`config.mk`:
```
export PLATFORM = sky130hd
export DESIGN_NAME = pipe_hazard_ctrl
export DESIGN_NICKNAME = d
export VERILOG_FILES = /design/src/rtl/pipe_hazard_ctrl.sv
export SDC_FILE = /design/constraint.sdc
export NUM_CORES = 1
export LEC_CHECK = 0
export CAP_MARGIN = 10
export CORE_MARGIN = 5
export CORE_UTILIZATION = 51
export DETAILED_ROUTE_END_ITERATION = 8
export PLACE_DENSITY = 0.82
export SETUP_SLACK_MARGIN = 0.3
export SLEW_MARGIN = 40
export SYNTH_ARGS = -nofsm -noshare
export SYNTH_HDL_FRONTEND = slang
export SYNTH_SLANG_ARGS = --single-unit
export TNS_END_PERCENT = 100
```
`constraint.sdc`:
```
create_clock -name clk_i -period 7.2 [get_ports clk_i]
set_input_delay 2.16 -clock clk_i [delete_from_list [all_inputs] [get_ports clk_i]]
set_output_delay 2.16 -clock clk_i [all_outputs]
set_load 0.01 [all_outputs]
```
`src/rtl/pipe_hazard_ctrl.sv`:
```
// Hazard/stall sequencer for the 5-stage pipeline: load-use, control and dmem waits.
// Optional HAZARD_PERF_CNT_EN adds a saturating stall-cycle counter output.
module pipe_hazard_ctrl #(
  parameter int REG_AW       = 5,
  parameter int LOAD_BUBBLES = 1,
  parameter int MEM_TIMEOUT  = 255
) (
  input  logic              clk_i,
  input  logic              rst_i,
  input  logic [REG_AW-1:0] if_id_rs_i,
  input  logic [REG_AW-1:0] if_id_rt_i,
  input  logic [REG_AW-1:0] id_ex_rt_i,
  input  logic              id_ex_memread_i,
  input  logic              jump_i,
  input  logic              branch_taken_i,
  input  logic              dmem_req_i,
  input  logic              dmem_ready_i,
  output logic              pc_write_o,
  output logic              if_id_write_o,
  output logic              if_id_flush_o,
  output logic              id_ex_hold_o,
  output logic              id_ex_flush_o,
  output logic              ex_mem_hold_o,
  output logic              mem_err_o,
  output logic [1:0]        state_o
`ifdef HAZARD_PERF_CNT_EN
  ,
  output logic [31:0]       perf_stall_cnt_o
`endif
);

  typedef enum logic [1:0] {
    RUN      = 2'd0,
    LU_STALL = 2'd1,
    MEM_WAIT = 2'd2,
    ERR      = 2'd3
  } state_t;

  typedef enum logic [2:0] {
    A_DEF,
    A_RST,
    A_FRZ,
    A_BR,
    A_STL,
    A_JMP,
    A_HALT
  } act_t;

  localparam logic [2:0] BUB_INIT = 3'(LOAD_BUBBLES - 1);
  localparam logic [7:0] WAIT_MAX = 8'(MEM_TIMEOUT);
  localparam bit         MULTI    = LOAD_BUBBLES > 1;

  state_t     state;
  logic [2:0] bub_cnt;
  logic [7:0] wait_cnt;
  logic       mem_err;
  act_t       act;

  logic memwait;
  logic mem_done;
  logic lu;
  logic bub_pend;
  logic rs_hit;
  logic rt_hit;

  assign memwait  = dmem_req_i & ~dmem_ready_i;
  assign mem_done = dmem_req_i & dmem_ready_i;
  assign rs_hit   = id_ex_rt_i == if_id_rs_i;
  assign rt_hit   = id_ex_rt_i == if_id_rt_i;
  assign lu       = id_ex_memread_i & (id_ex_rt_i != '0)
                  & (rs_hit | rt_hit);
  assign bub_pend = bub_cnt != 3'd0;

  assign mem_err_o = mem_err;
  assign state_o   = state;

  always_comb begin
    act = A_DEF;
    if (rst_i) begin
      act = A_RST;
    end else begin
      unique case (state)
        RUN: begin
          if (memwait)             act = A_FRZ;
          else if (branch_taken_i) act = A_BR;
          else if (lu)             act = A_STL;
          else if (jump_i)         act = A_JMP;
        end
        LU_STALL: begin
          if (memwait)             act = A_FRZ;
          else if (branch_taken_i) act = A_BR;
          else                     act = A_STL;
        end
        MEM_WAIT: begin
          if (!mem_done)           act = A_FRZ;
          else if (branch_taken_i) act = A_BR;
          else if (lu | bub_pend)  act = A_STL;
          else if (jump_i)         act = A_JMP;
        end
        ERR: act = A_HALT;
      endcase
    end
  end

  always_comb begin
    pc_write_o    = 1'b1;
    if_id_write_o = 1'b1;
    if_id_flush_o = 1'b0;
    id_ex_hold_o  = 1'b0;
    id_ex_flush_o = 1'b0;
    ex_mem_hold_o = 1'b0;
    unique case (act)
      A_DEF: ;
      A_RST: begin
        pc_write_o    = 1'b0;
        if_id_write_o = 1'b0;
        if_id_flush_o = 1'b1;
        id_ex_flush_o = 1'b1;
      end
      A_FRZ, A_HALT: begin
        pc_write_o    = 1'b0;
        if_id_write_o = 1'b0;
        id_ex_hold_o  = 1'b1;
        ex_mem_hold_o = 1'b1;
      end
      A_BR: begin
        if_id_flush_o = 1'b1;
        id_ex_flush_o = 1'b1;
      end
      A_STL: begin
        pc_write_o    = 1'b0;
        if_id_write_o = 1'b0;
        id_ex_flush_o = 1'b1;
      end
      A_JMP: if_id_flush_o = 1'b1;
      default: ;
    endcase
  end

  always_ff @(posedge clk_i) begin
    if (rst_i) begin
      state    <= RUN;
      bub_cnt  <= 3'd0;
      wait_cnt <= 8'd0;
      mem_err  <= 1'b0;
    end else begin
      unique case (state)
        RUN: begin
          if (memwait) begin
            state    <= MEM_WAIT;
            wait_cnt <= 8'd1;
          end else if (branch_taken_i) begin
            state <= RUN;
          end else if (lu && MULTI) begin
            state   <= LU_STALL;
            bub_cnt <= BUB_INIT;
          end
        end
        LU_STALL: begin
          if (memwait) begin
            state    <= MEM_WAIT;
            wait_cnt <= 8'd1;
          end else if (branch_taken_i || bub_cnt <= 3'd1) begin
            state   <= RUN;
            bub_cnt <= 3'd0;
          end else begin
            bub_cnt <= bub_cnt - 3'd1;
          end
        end
        MEM_WAIT: begin
          if (mem_done) begin
            wait_cnt <= 8'd0;
            // the ready cycle itself issues one of the pending bubbles
            if (branch_taken_i || (bub_pend && bub_cnt <= 3'd1)) begin
              state   <= RUN;
              bub_cnt <= 3'd0;
            end else if (bub_pend) begin
              state   <= LU_STALL;
              bub_cnt <= bub_cnt - 3'd1;
            end else if (lu && MULTI) begin
              state   <= LU_STALL;
              bub_cnt <= BUB_INIT;
            end else begin
              state <= RUN;
            end
          end else if (wait_cnt >= WAIT_MAX) begin
            state   <= ERR;
            mem_err <= 1'b1;
          end else begin
            wait_cnt <= wait_cnt + 8'd1;
          end
        end
        ERR: state <= ERR;
      endcase
    end
  end

`ifdef HAZARD_PERF_CNT_EN
  always_ff @(posedge clk_i) begin
    if (rst_i) begin
      perf_stall_cnt_o <= 32'd0;
    end else if (!pc_write_o && perf_stall_cnt_o != '1) begin
      perf_stall_cnt_o <= perf_stall_cnt_o + 32'd1;
    end
  end
`endif

endmodule

```
Yosys cells after proc, flatten, opt, wreduce, memory -nomap -nowiden --
Index checks and enable logic that the tools add are counted.
Word-level totals: output and inout bits 9, bits of input ports 22, bits in registers 14, logic and storage cells 86
Operators by class: eq/ne operators 19, add/sub/neg operators 2, reductions and logical operators 17, bitwise operators 8, muxes and demuxes 34, order comparisons 2
Operator list (number):
- two-way mux 3 bit | 15
- two-way mux 8 bit | 3
- case mux 8 bit (2 select lines) | 1
- inequality test 3 bit, second input constant | 5
- two-way mux 2 bit | 6
- case mux 3 bit (4 select lines) | 1
- equality test 5 bit | 2
- equality test 3 bit, second input constant | 3
- AND reduction 3 bit | 3
- adder 8 x 1 -> 8 bit, second input constant | 1
- >= comparator 8 bit, second input constant | 1
- case mux 2 bit (4 select lines) | 1
- equality test 3 x 2 -> 1 bit, second input constant | 2
- two-way mux 1 bit | 6
- case mux 3 bit (2 select lines) | 1
- OR reduction 3 bit | 2
- nonzero test 5 bit | 1
- AND 1 bit | 4
- equality test 2 bit, second input constant | 2
- inequality test 2 bit, second input constant | 2
- AND reduction 4 bit | 1
- nonzero test 2 bit | 2
- OR reduction 2 bit | 2
- OR reduction 4 bit | 1
- other kinds (11) | 14

Depth between registers and ports, before layout --
Gate-level depths: netlist (run 1).
depth after elaboration 12, depth in mapped cells 8, gate-level depth less buffers 7

Worst setup path before layout (run 1) --
OpenSTA, ideal clock, no wires.
path type input port to output port, start point input port id_ex_rt_i[0], end point output port id_ex_hold_o, arrival time 3.422 ns, buffers on the path 1, slack 1.618 ns, cell stages on the path 6, required time 5.040 ns, cells stage by stage or4_1 > o21ai_2 > nor3_1 > a22oi_4 > nor2_1 > buf_4
Between the ends: longest elaborated chain between the ends 12, elaborated cells on any way between the ends 19, those cells by class eq/ne: 4; mux: 9; bitwise: 4; reduce/logical: 2
RTL lines:
- start, declared | RTL line 12 | input logic [REG_AW-1:0] id_ex_rt_i,
- equality test 5 bit, or another cell as far along | RTL line 68 | assign rs_hit = id_ex_rt_i == if_id_rs_i;
- bitwise OR 1 bit or AND 1 bit (tied branches) | RTL line 71, 70
- AND 1 bit (*) | RTL line 71 | & (rs_hit | rt_hit);
- bitwise OR 1 bit | RTL line 97 | else if (lu | bub_pend) act = A_STL;
- two-way mux 3 bit | RTL line 97
- two-way mux 3 bit | RTL line 96 | else if (branch_taken_i) act = A_BR;
- two-way mux 3 bit | RTL line 95 | if (!mem_done) act = A_FRZ;
- case mux 3 bit (4 select lines) (*) | RTL line 82 | unique case (state)
- two-way mux 3 bit (*) | RTL line 79 | if (rst_i) begin
- equality test 3 x 2 -> 1 bit or equality test 3 bit (tied branches)
- OR reduction 2 bit (*)
- two-way mux 1 bit (*)
- end, declared | RTL line 21 | output logic id_ex_hold_o,
Mark *: on every way between the ends. The rest lies on a longest branch, timed or not.

Worst setup path in the final report (run 1) --
start point input port branch_taken_i, end point output port pc_write_o
Between the ends: longest elaborated chain between the ends 7, elaborated cells on any way between the ends 14, those cells by class eq/ne: 4; mux: 9; reduce/logical: 1
RTL lines:
- start, declared | RTL line 15 | input logic branch_taken_i,
- two-way mux 3 bit, on equally long branches | RTL line 96, 85, 91
- two-way mux 3 bit, on equally long branches | RTL line 95, 84, 90
- case mux 3 bit (4 select lines) (*) | RTL line 82
- two-way mux 3 bit (*) | RTL line 79
- equality test 3 x 2 -> 1 bit, or another cell as far along | RTL line 112 | unique case (act)
- OR reduction 4 bit (no line) (*)
- two-way mux 1 bit (*) | RTL line 112
- end, declared | RTL line 18 | output logic pc_write_o,
Marks and branches as above.

==> impl_summary.md, run 1 <==
Status
The flow ran to the end, and the final reports show no timing, DRC or antenna violations.

GRT
The first-pass GRT wire length is 4954 um. The initial antenna violation count came to 0. The global route total overflow is 0. For this run, the total global-route usage over all layers was measured as 0.1845. The largest net degree at the start of global routing is 19. The via count of the first global-routing pass is 1095.

Placed design
The half-perimeter wire length of the detailed placement result is 2339 um. During placement, the flow inserted port buffers numbering 30. The placer's final routability congestion estimate is 0.7921. The worst-case setup slack after placement is 0.6650 ns.

Setup path
The most critical setup path has its startpoint at branch_taken_i. Following the worst setup path forward leads to its endpoint at pc_write_o. The startpoint type of the worst setup path is an input port.

The capturing element type of the critical path is a primary output. Setup slack on the worst reg-to-reg path comes out at 5.32 ns. The arrival time of the worst setup path is 4.41 ns.

The critical path is of the in -> out type. The capturing point of the worst reg2reg path is wait_cnt[7]. In this run the critical register-to-register path is launched from state_o[1]. For the worst setup path, the data required time is 5.04 ns. The cell count of the worst reg-to-reg path is 5. The critical-path maximum fanout is 13.

Timing
Setup repair after global routing left no endpoint under its margin. The part of the cycle the worst path needs is 0.9122. In the final timing run, aggregate negative setup slack is 0 ns. For this run, the top clock speed supported by timing is 152.3 MHz. The final critical delay including setup and external delays is 6.568 ns. Setup violations remaining at the end of the flow were counted as 0. The worst slew margin relative to its limit is 0.5326.

The worst path setup slack after routing is 0.6320 ns. The final clock skew is 0.003326 ns. At the pin with the least slew margin, the transition time is 0.6989 ns. Final hold analysis gives a worst-case slack of 0.4950 ns. The count of endpoints failing hold in the final timing report came to 0.

The final number of max-transition violations came to 0.

Clock network
Counting every sink on the clock net gives 14. The post-CTS clock slew at the launch and capture registers of the worst setup and hold paths is 0.08 ns. Clock tree synthesis inserted a total of 3 buffers. Buffers inserted to repair hold after CTS numbered 0. The TritonCTS clock tree is done. The tree is rooted in a sky130_fd_sc_hd__clkbuf_4. In this run the post-CTS setup repair buffer count came out at 0. Gates resized during post-CTS repair numbered 0. In this run the number of H-tree levels came out at 1. The insertion delay to the later sink of the worst-skew pair is 0.27 ns. The number of buffers on the longest clock path is 2.

Pwr
In this run the static leakage power is 0.5234 nW. The peak supply drop is 0.1253 mV. The power density normalized to cell area is 125.1 nW/um2.

Synthesis
The synthesized flop and latch total is 14. In this run the cell area of the synthesized design comes to 1152 um2. By area the synthesized netlist is led by sky130_fd_sc_hd__dfxtp_1 24%, sky130_fd_sc_hd__xnor2_1 7.6%, sky130_fd_sc_hd__nor2_1 6.5%.

Of the post-synthesis cell area, the dominant cell type holds 0.2432. The fraction of synthesis flops using an asynchronous set or reset pin is 0. The total of warnings raised by yosys is 0. The commonest register cell after synthesis is sky130_fd_sc_hd__dfxtp_1. The number of distinct library cells after synthesis is 48. The mean area per synthesized cell is 7.947 um2. The most area-hungry cell type in the Yosys netlist is sky130_fd_sc_hd__dfxtp_1.

The number of nets in the synthesized netlist is 171. Yosys mapped a number of flops with a built-in enable equal to 0. The share of the Yosys chip area taken by registers is 0.2432. The cell count after synthesis came out at 145.

Drt
The aggregate routed wire length is 2904 um. The final routed DRC violation total is 0. The violation count after the first detailed-routing iteration is 30.

The vias after detailed routing is 1183. For this run, the detailed router's first-pass iteration total came to 4. The average wire per standard cell is 14.59 um. The count of nets left with antenna violations after detail routing is 0.

The detail-routed via count per cell is 5.945.

Final layout
Leaving out fill and tap cells, the most frequent cells in the layout are 30 x sky130_fd_sc_hd__clkdlybuf4s50_1, 20 x sky130_fd_sc_hd__nor2_1, 14 x sky130_fd_sc_hd__nand2_1, 14 x sky130_fd_sc_hd__dfxtp_1, 10 x sky130_fd_sc_hd__xnor2_1. The number of antenna diodes in the final layout is 0. In the final layout, the share of cells above drive strength 1 is 0.09357. For this run, the post-layout net count is 199. The layout overhead on the synthesized area is 27.69%. The library cell used most frequently in the layout, excluding fill and tap cells, is sky130_fd_sc_hd__clkdlybuf4s50_1. After filler insertion, the fill cell instance count of the layout stands at 186.

Die
Row generation in the floorplan step produced 17 rows. The area of the core region is 2191 um2. The initial utilization of the core area, before any placement, comes to 0.5260. From left edge to right edge, the die measures 57.54 um. The top-level I/O count is 31. The floorplan step set the die height to 57.54 um.

The area of the die is 3310 um2.

Hold path
The class of the worst hold path is reg -> reg.

Flow run
The count of max-cap constraint violations is 0.
flip-flops by register name, indices dropped and copies added, names as in the netlist:
signal and cells:
bub_cnt 3, wait_cnt 8, state_o 2, mem_err_o 1
Yosys cell counts, drive strengths merged, types with 3 or more instances:
| cell type | number |
|---|---|
| a211oi | 5 |
| a21oi | 6 |
| a311oi | 5 |
| buf | 5 |
| dfxtp | 14 |
| ha | 4 |
| inv | 4 |
| nand2 | 14 |
| nand2b | 5 |
| nand3 | 8 |
| nor2 | 20 |
| nor3 | 3 |
| o21ai | 9 |
| o22ai | 3 |
| xnor2 | 10 |
how the worst min path moves through the flow:
stage / from / end / slack (ns) / cells after the start
detailed placement: mem_err_o / mem_err_o / 0.48 / 2
finish: wait_cnt[6] / wait_cnt[6] / 0.50 / 1
floorplan: wait_cnt[7] / wait_cnt[7] / 0.45 / 1
CTS: mem_err_o / mem_err_o / 0.50 / 2
global placement: mem_err_o / mem_err_o / 0.45 / 2
global route: wait_cnt[6] / wait_cnt[6] / 0.53 / 1
worst max-delay path, stage by stage:
cell and delay, ns:
sky130_fd_sc_hd__clkdlybuf4s50_1 0.72, sky130_fd_sc_hd__nor2_1 0.12, sky130_fd_sc_hd__a211oi_1 0.25, sky130_fd_sc_hd__o211ai_1 0.20, sky130_fd_sc_hd__o22ai_1 0.22, sky130_fd_sc_hd__a22o_1 0.18
sky130_fd_sc_hd__clkdlybuf4s50_1 0.56
cell type report:
cell class / count / area (um2) / area share
Multi-Input combinational cell: 120 / 818.3 / 0.5561
Timing Repair Buffer: 30 / 300.3 / 0.2041
Sequential cell: 14 / 280.3 / 0.1905
Tap cell: 28 / 35.03 / 0.02381
Clock buffer: 3 / 22.52 / 0.01531
Inverter: 4 / 15.01 / 0.01020
report_power, final:
part,leakage [nW],switching (mW),internal [mW],total (mW)
combinational,0.396,0.0281,0.0307,0.0588
clock,0.0138,0.0239,0.0194,0.0432
sequential,0.113,0.00328,0.0788,0.0820
logic make-up (layout without fill, tap and decap cells):
group | Yosys count | after routing | share of synthesized area
xor gates and xnor gates | 10 | 10 | 0.07600
DFF | 14 | 14 | 0.2432
muxes | 1 | 1 | 0.008687
AOI/OAI and AO/OA | 44 | 44 | 0.3105
adders and majority gates | 4 | 4 | 0.04343
and+or+nand+nor | 61 | 61 | 0.2715
buffers and inverters | 11 | 37 | 0.04667
routing by layer:
layer  track usage  wire, um  vias to the layer above  part of all wire
met5             0         0                        -                 0
met4       0.04636        47                        0             0.016
met3       0.05430       162                        6             0.056
met2        0.3161      1436                       40              0.49
met1        0.2239      1257                      550              0.43
li1              -         -                      587                 -
through the flow:
stage	cell area (um2)	std cells	util	power (mW)
after global routing	1471	199	0.6716	0.1929
after global placement	1449	196	0.6613	0.1407
after detailed placement	1449	196	0.6613	0.1424
final	1471	199	0.6716	0.1841
after floorplan	1152	145	-	0.1168
after CTS	1471	199	0.6716	0.1844
No activity file was read; power rests on OpenSTA's default activity.
==> run 2: changes to the inputs <==
CORE_ASPECT_RATIO = 0.6   (was unset)
==> impl_summary.md, run 2 (synthesized netlist as in run 1, its figures left out) <==
Clock network
The insertion delay to the later sink of the worst-skew pair is 0.25 ns. The H-tree level count is 1. The number of buffers inserted to repair setup after CTS is 0. The buffer type at the clock tree root is sky130_fd_sc_hd__clkbuf_8. The number of clock buffers added by TritonCTS is 3. TritonCTS built the clock tree. The count of hold-fix buffers inserted at cts is 0.

The number of buffers on the longest clock path is 2. The post-CTS clock slew at the launch and capture registers of the worst setup and hold paths is 0.06 ns. The clock drives 14 sinks. The number of gates resized after CTS is 0.

Final layout
In the layout the commonest cells are 30 x sky130_fd_sc_hd__clkdlybuf4s50_1, 20 x sky130_fd_sc_hd__nor2_1, 14 x sky130_fd_sc_hd__nand2_1, 14 x sky130_fd_sc_hd__dfxtp_1, 10 x sky130_fd_sc_hd__xnor2_1. In the final layout, the share of cells above drive strength 1 is 0.1040. After filler insertion, the fill cell instance count of the layout stands at 160.

Relative to the synthesized area, the layout overhead comes to 31.38%. The repair_antennas step left the layout with diodes totalling 0. The number of nets in the layout is 200. The library cell used most frequently in the layout, excluding fill and tap cells, is sky130_fd_sc_hd__clkdlybuf4s50_1. The register with the most flip-flops in the layout has 8 of them. The largest register by flop count is wait_cnt.

GRT
The initial antenna violation count was 0. The global route total overflow is 0. The first global-routing pass estimated 5154 um of wire. The via count of the first global-routing pass is 1072. The total routing resource utilization after global routing is 0.2014.

Entering global routing, the biggest net connects 15 pins.

Timing
Setup repair after global routing left no endpoint under its margin. The worst slew margin relative to its limit is 0.6549. The final clock skew is 0.003447 ns. In the final timing run, aggregate negative setup slack is 0 ns.

The final critical delay including setup and external delays is 6.536 ns. The total setup violations reported at the end of the flow is 0. The slew at the pin with the worst max-slew slack is 0.5046 ns. The count of endpoints failing hold in the final timing report was 0. The worst path meets setup with 0.6643 ns of slack. The final number of max-transition violations is 0. Derived from the worst setup path, the maximum achievable clock frequency is 153.0 MHz. Dividing the final minimum period by the clock period gives 0.9077.

Die
The die height is 46.82 um. During I/O placement, the number of pins put on the boundary was 31. The floorplan row count is 13. The area of the core region is 2163 um2. Measured along the x axis, the die boundary spans 71.37 um.

The initial utilization of the core area, before any placement, comes to 0.5327. The floorplan step defined a die boundary enclosing 3341 um2.

Setup path
The most common cell type on the critical path is sky130_fd_sc_hd__clkdlybuf4s50_1. Broken down by cell family, the worst path's largest delay share belongs to buffers and inverters. The arrival time of the worst setup path is 4.38 ns.

The logic depth of the worst setup path including buffers is 7. The endpoint identified for the worst register-to-register timing path is bub_cnt[0]. The startpoint type of the worst setup path is an input port. At the worst endpoint, the required time is 5.04 ns.

The launching element of the worst setup path is branch_taken_i. Of all nets on the critical path, the largest fanout is 13. The capturing element type of the critical path is a primary output. The stage delay of the slowest cell on the critical path is 0.75 ns. The sum of buffers and inverters on the critical path is 2. Measured in cells, the most critical reg-to-reg path has a length of 5.

The standard cell with the maximum stage delay on the critical path is sky130_fd_sc_hd__clkdlybuf4s50_1. In this run the critical register-to-register path is launched from state_o[1]. The critical path endpoint is pc_write_o. The critical path goes through clkdlybuf4s50_1, nor2_1, a211oi_1, o211ai_1, o22ai_1, a22o_1, clkdlybuf4s50_1.

The internal reg-to-reg setup slack is 5.24 ns. The class of the most critical setup path is in -> out.

Placed design
The placer's final routability congestion estimate is 0.8169. The half-perimeter wire length of the detailed placement result is 2478 um. Input and output buffers added on the ports amount to 30.

Timing analysis after detailed placement gives a worst setup slack of 0.6937 ns.

Drt
Summed over all layers, the routed wires come to 3129 um. The detailed-router iteration count before antenna repair is 4. In the routed layout, each cell is associated on average with a via count of 5.842. The final routed DRC violation total is 0. The violation count after the first detailed-routing iteration is 109. The final route contains 1186 vias. The count of nets left with antenna violations after detail routing is 0.

Dividing the detail-routed wire length by the instance count gives 15.41 um.

Pwr
Summed over all cells, the static leakage comes to 0.5432 nW. In this run the power density over the cells is 144.8 nW/um2. The peak supply drop is 0.1038 mV.

Status
The run finished with clean final reports.

Hold path
The worst hold path was traced through 2 stages. The class of the worst hold path is reg -> reg.

Flow run
Max-cap violations in this run came to 0.
## run 2: cell count changes in the layout (fill, tap and decap cells not counted), sizes merged
cell / before / now
buf: 0 / 1
clkbuf: 3 / 4
## run 2: cell type report
cell class,count,area (um2),share of cell area
tap,30,37.54,0.02479
inverter,4,15.01,0.009917
timing repair buffer,31,307.8,0.2033
sequential,14,280.3,0.1851
clock buffer,4,55.05,0.03636
multi-input combinational,120,818.3,0.5405
## run 2: worst reg2reg max path, delay by kind of cell, from the launching register on
| family | cells | cell delay (ns) |
|---|---|---|
| AOI/OAI and AO/OA | 3 | 0.85 |
| and+or+nand+nor | 2 | 0.44 |
| DFF | 1 | 0.62 |
## run 2: per-layer routing
metal	vias up	GRT usage	share of wire
met4	0	0.05993	0.0080
met5	-	0	0
met1	549	0.2611	0.46
met3	5	0.06624	0.073
met2	39	0.3266	0.46
li1	593	-	-
## run 2: power by group
| group | leakage, nW | internal (mW) | switching [mW] |
|---|---|---|---|
| clock network | 0.0288 | 0.0485 | 0.0293 |
| registers | 0.113 | 0.0789 | 0.00330 |
| logic | 0.401 | 0.0310 | 0.0282 |
| total | 0.543 | 0.158 | 0.0608 |
## run 2: through the flow
stage / power (mW) / utilization / hold WS, ns / instances / cell area [um2]
after global routing: 0.2295 / 0.6998 / 0.5135 / 203 / 1514
after global placement: 0.1411 / 0.6744 / 0.4533 / 199 / 1459
final: 0.2193 / 0.6998 / 0.4711 / 203 / 1514
after CTS: 0.2190 / 0.6998 / 0.4792 / 203 / 1514
after detailed placement: 0.1424 / 0.6744 / 0.4658 / 199 / 1459
after floorplan: 0.1168 / - / 0.4479 / 145 / 1152
## run 2: worst min-delay path by stage
| stage | start | slack (ns) | end |
|---|---|---|---|
| finish | mem_err_o | 0.47 | mem_err_o |
| global route | wait_cnt[7] | 0.51 | wait_cnt[7] |
| floorplan | wait_cnt[7] | 0.45 | wait_cnt[7] |
| global placement | mem_err_o | 0.45 | mem_err_o |
| CTS | mem_err_o | 0.48 | mem_err_o |
| detailed placement | mem_err_o | 0.47 | mem_err_o |
==> run 3: changes to the inputs <==
REMOVE_ABC_BUFFERS = 1   (was unset)
==> impl_summary.md, run 3 (synthesized netlist as in run 1, its figures left out) <==
Placed design
The placer's final routability congestion estimate is 0.9123. The number of port buffers is 30. The post-placement cell count is 200. The half-perimeter wire length of the detailed placement result is 2332 um. OpenSTA, run right after detailed placement, puts the worst setup slack at 0.7804 ns.

Clock network
TritonCTS built the clock tree. The number of buffers on the longest clock path is 2. The insertion delay to the later sink of the worst-skew pair is 0.25 ns. The number of gates resized after CTS is 0. The clock sink total is 14.

The number of buffers inserted to repair setup after CTS is 0. Buffers inserted to repair hold after CTS numbered 0. The H-tree level count is 1. The number of clock buffers added by TritonCTS is 3.

Clock tree synthesis selected as its root buffer the cell sky130_fd_sc_hd__clkbuf_8. After clock tree synthesis, the clock-pin slew on the worst setup and hold paths is 0.06 ns.

Die
31 I/O pins were placed. The floorplan row count is 13. The area of the die is 3341 um2.

The area of the core region is 2163 um2. The initial standard-cell utilization of the core is 0.5327. The x dimension of the die is 71.37 um. Measured along the y axis, the die boundary spans 46.82 um.

Timing
Adding up every negative setup slack in the final design gives 0 ns. The worst path setup slack after routing is 0.7721 ns. Measured against its own limit, the worst slew margin works out to 0.6742. Across the routed clock network, the largest skew measured is 0.001998 ns. Setup repair after global routing left no endpoint under its margin. The final number of max-transition violations is 0.

Static timing analysis puts the maximum clock frequency at 155.6 MHz. The slew at the pin with the worst max-slew slack is 0.4880 ns. Setup violations remaining at the end of the flow were counted as 0. The worst path in the final design needs a cycle of 6.428 ns, including I/O delays and setup. The count of endpoints failing hold in the final timing report is 0.

Dividing the final minimum period by the clock period gives 0.8928.

Setup path
On the critical path, the stage with the largest delay is an instance of sky130_fd_sc_hd__clkdlybuf4s50_1. Traced cell by cell, the critical path runs through clkdlybuf4s50_1, buf_4, nor2_1, a211oi_1, o211ai_1, o22ai_1, a22o_1, clkdlybuf4s50_1. The capturing element type of the critical path is a primary output.

The cell count of the worst reg-to-reg path is 5. The cell that appears most often on the critical path is sky130_fd_sc_hd__clkdlybuf4s50_1. Of all nets on the critical path, the largest fanout is 13. The worst setup path is launched from an input port. The sum of buffers and inverters on the critical path is 3. The arrival time of the worst setup path is 4.27 ns. The stage delay of the slowest cell on the critical path is 0.54 ns.

Broken down by cell family, the worst path's largest delay share belongs to buffers and inverters. The worst register-to-register path ends at wait_cnt[7]. The worst register-to-register path begins at state_o[1].

The critical path is of the in -> out type. The critical path required time is 5.04 ns. For flop-to-flop paths, the worst setup slack is 5.32 ns.

Hold path
The worst hold path depth is 2. The hold path startpoint is mem_err_o. The worst hold path terminates at mem_err_o.

The class of the worst hold path is reg -> reg.

Final layout
At the end of the flow, the number of nets in the layout was 201. The commonest non-fill, non-tap cell in the layout is sky130_fd_sc_hd__clkdlybuf4s50_1. For this run, the number of standard cells in the final layout without fillers is 204.

The post-route core utilization is 0.7033. wait_cnt holds more flip-flops than any other register. The layout overhead on the synthesized area is 32.03%. The repair_antennas step left the layout with diodes totalling 0.

The fraction of final layout cells sized beyond drive strength 1 is 0.1092. Leaving out fill and tap cells, the most frequent cells in the layout are 30 x sky130_fd_sc_hd__clkdlybuf4s50_1, 20 x sky130_fd_sc_hd__nor2_1, 14 x sky130_fd_sc_hd__nand2_1, 14 x sky130_fd_sc_hd__dfxtp_1, 10 x sky130_fd_sc_hd__xnor2_1. The number of flip-flops under the largest register name is 8.

Pwr
For this design the ratio of total power to cell area is 145.1 nW/um2. Of the total power, combinational logic draws 0.271. The switching component of the power is 0.06192 mW.

The portion of total power attributed to the clock network is 0.357. Overall power consumption after layout is estimated at 0.2207 mW. The share of total power dissipated in sequential elements is 0.372. The leakage dissipation is 0.5480 nW.

The fraction of power spent switching nets is 0.2806. The peak supply drop is 0.09498 mV. The internal power consumption is 0.1588 mW.

Status
The run finished with clean final reports.

GRT
The first-pass GRT wire length is 4816 um. The initial antenna violation count is 0. The global route total overflow is 0. The via count of the first global-routing pass is 1012.

The largest net degree at the start of global routing is 15. Across every metal layer, demand over resource in global routing totals 0.1899.

Drt
Wires add up to 2937 um. The count of nets left with antenna violations after detail routing is 0. The final routed DRC violation total is 0. Detailed routing inserted a total of 1189 vias.

The average wire per standard cell is 14.40 um. The detailed-router iteration count before antenna repair is 4. Dividing the detail-routed via count by the number of cells gives 5.828. The violation count after the first detailed-routing iteration is 70.

Flow run
The count of max-cap constraint violations is 0.
run 3: cell count changes in the layout (fill, tap and decap cells not counted):
cell / change
sky130_fd_sc_hd__buf_4: +1
run 3: worst reg2reg max path: stages (launching register included):
cell,delay (ns)
sky130_fd_sc_hd__dfxtp_1,0.62
sky130_fd_sc_hd__nor2b_2,0.32
sky130_fd_sc_hd__nand2_1,0.17
sky130_fd_sc_hd__nor2_1,0.27
sky130_fd_sc_hd__o21ai_0,0.15
sky130_fd_sc_hd__a311oi_1,0.27
run 3: metrics by stage:
| stage | area, um2 | hold slack [ns] |
|---|---|---|
| global route | 1521 | 0.5321 |
| global placement | 1466 | 0.4531 |
| detailed placement | 1466 | 0.4716 |
| floorplan | 1114 | 0.4428 |
| CTS | 1521 | 0.4904 |
| finish | 1521 | 0.4789 |
run 3: power by group through the flow:
stage	sequential, mW	clock, mW	combinational (mW)
after floorplan	0.0832	0	0.0294
after global placement	0.0836	0	0.0582
after detailed placement	0.0837	0	0.0594
after CTS	0.0819	0.0793	0.0598
after global routing	0.0825	0.0832	0.0651
final	0.0821	0.0787	0.0599
run 3: routing by layer:
metal	wire (um)	vias to the layer above	track usage
met4	58	0	0.07491
met5	0	-	0
met2	1329	51	0.3175
met3	208	6	0.05342
met1	1341	541	0.2386
li1	-	591	-
run 3: how the worst max path moves through the flow:
stage | start | end | slack, ns | cells after the start
after floorplan | id_ex_rt_i[0] | ex_mem_hold_o | 1.76 | 5
after global placement | id_ex_rt_i[0] | ex_mem_hold_o | 0.83 | 7
after detailed placement | branch_taken_i | pc_write_o | 0.78 | 8
after CTS | branch_taken_i | pc_write_o | 0.76 | 8
after global routing | branch_taken_i | ex_mem_hold_o | 0.59 | 8
final | branch_taken_i | pc_write_o | 0.77 | 8
run 3: final cells by class:
type,count,area [um2]
Clock buffer,4,55.05
Fill cell,173,641.9
Inverter,4,15.01
Multi-Input combinational cell,120,818.3
Sequential cell,14,280.3
Tap cell,30,37.54
Timing Repair Buffer,32,315.3
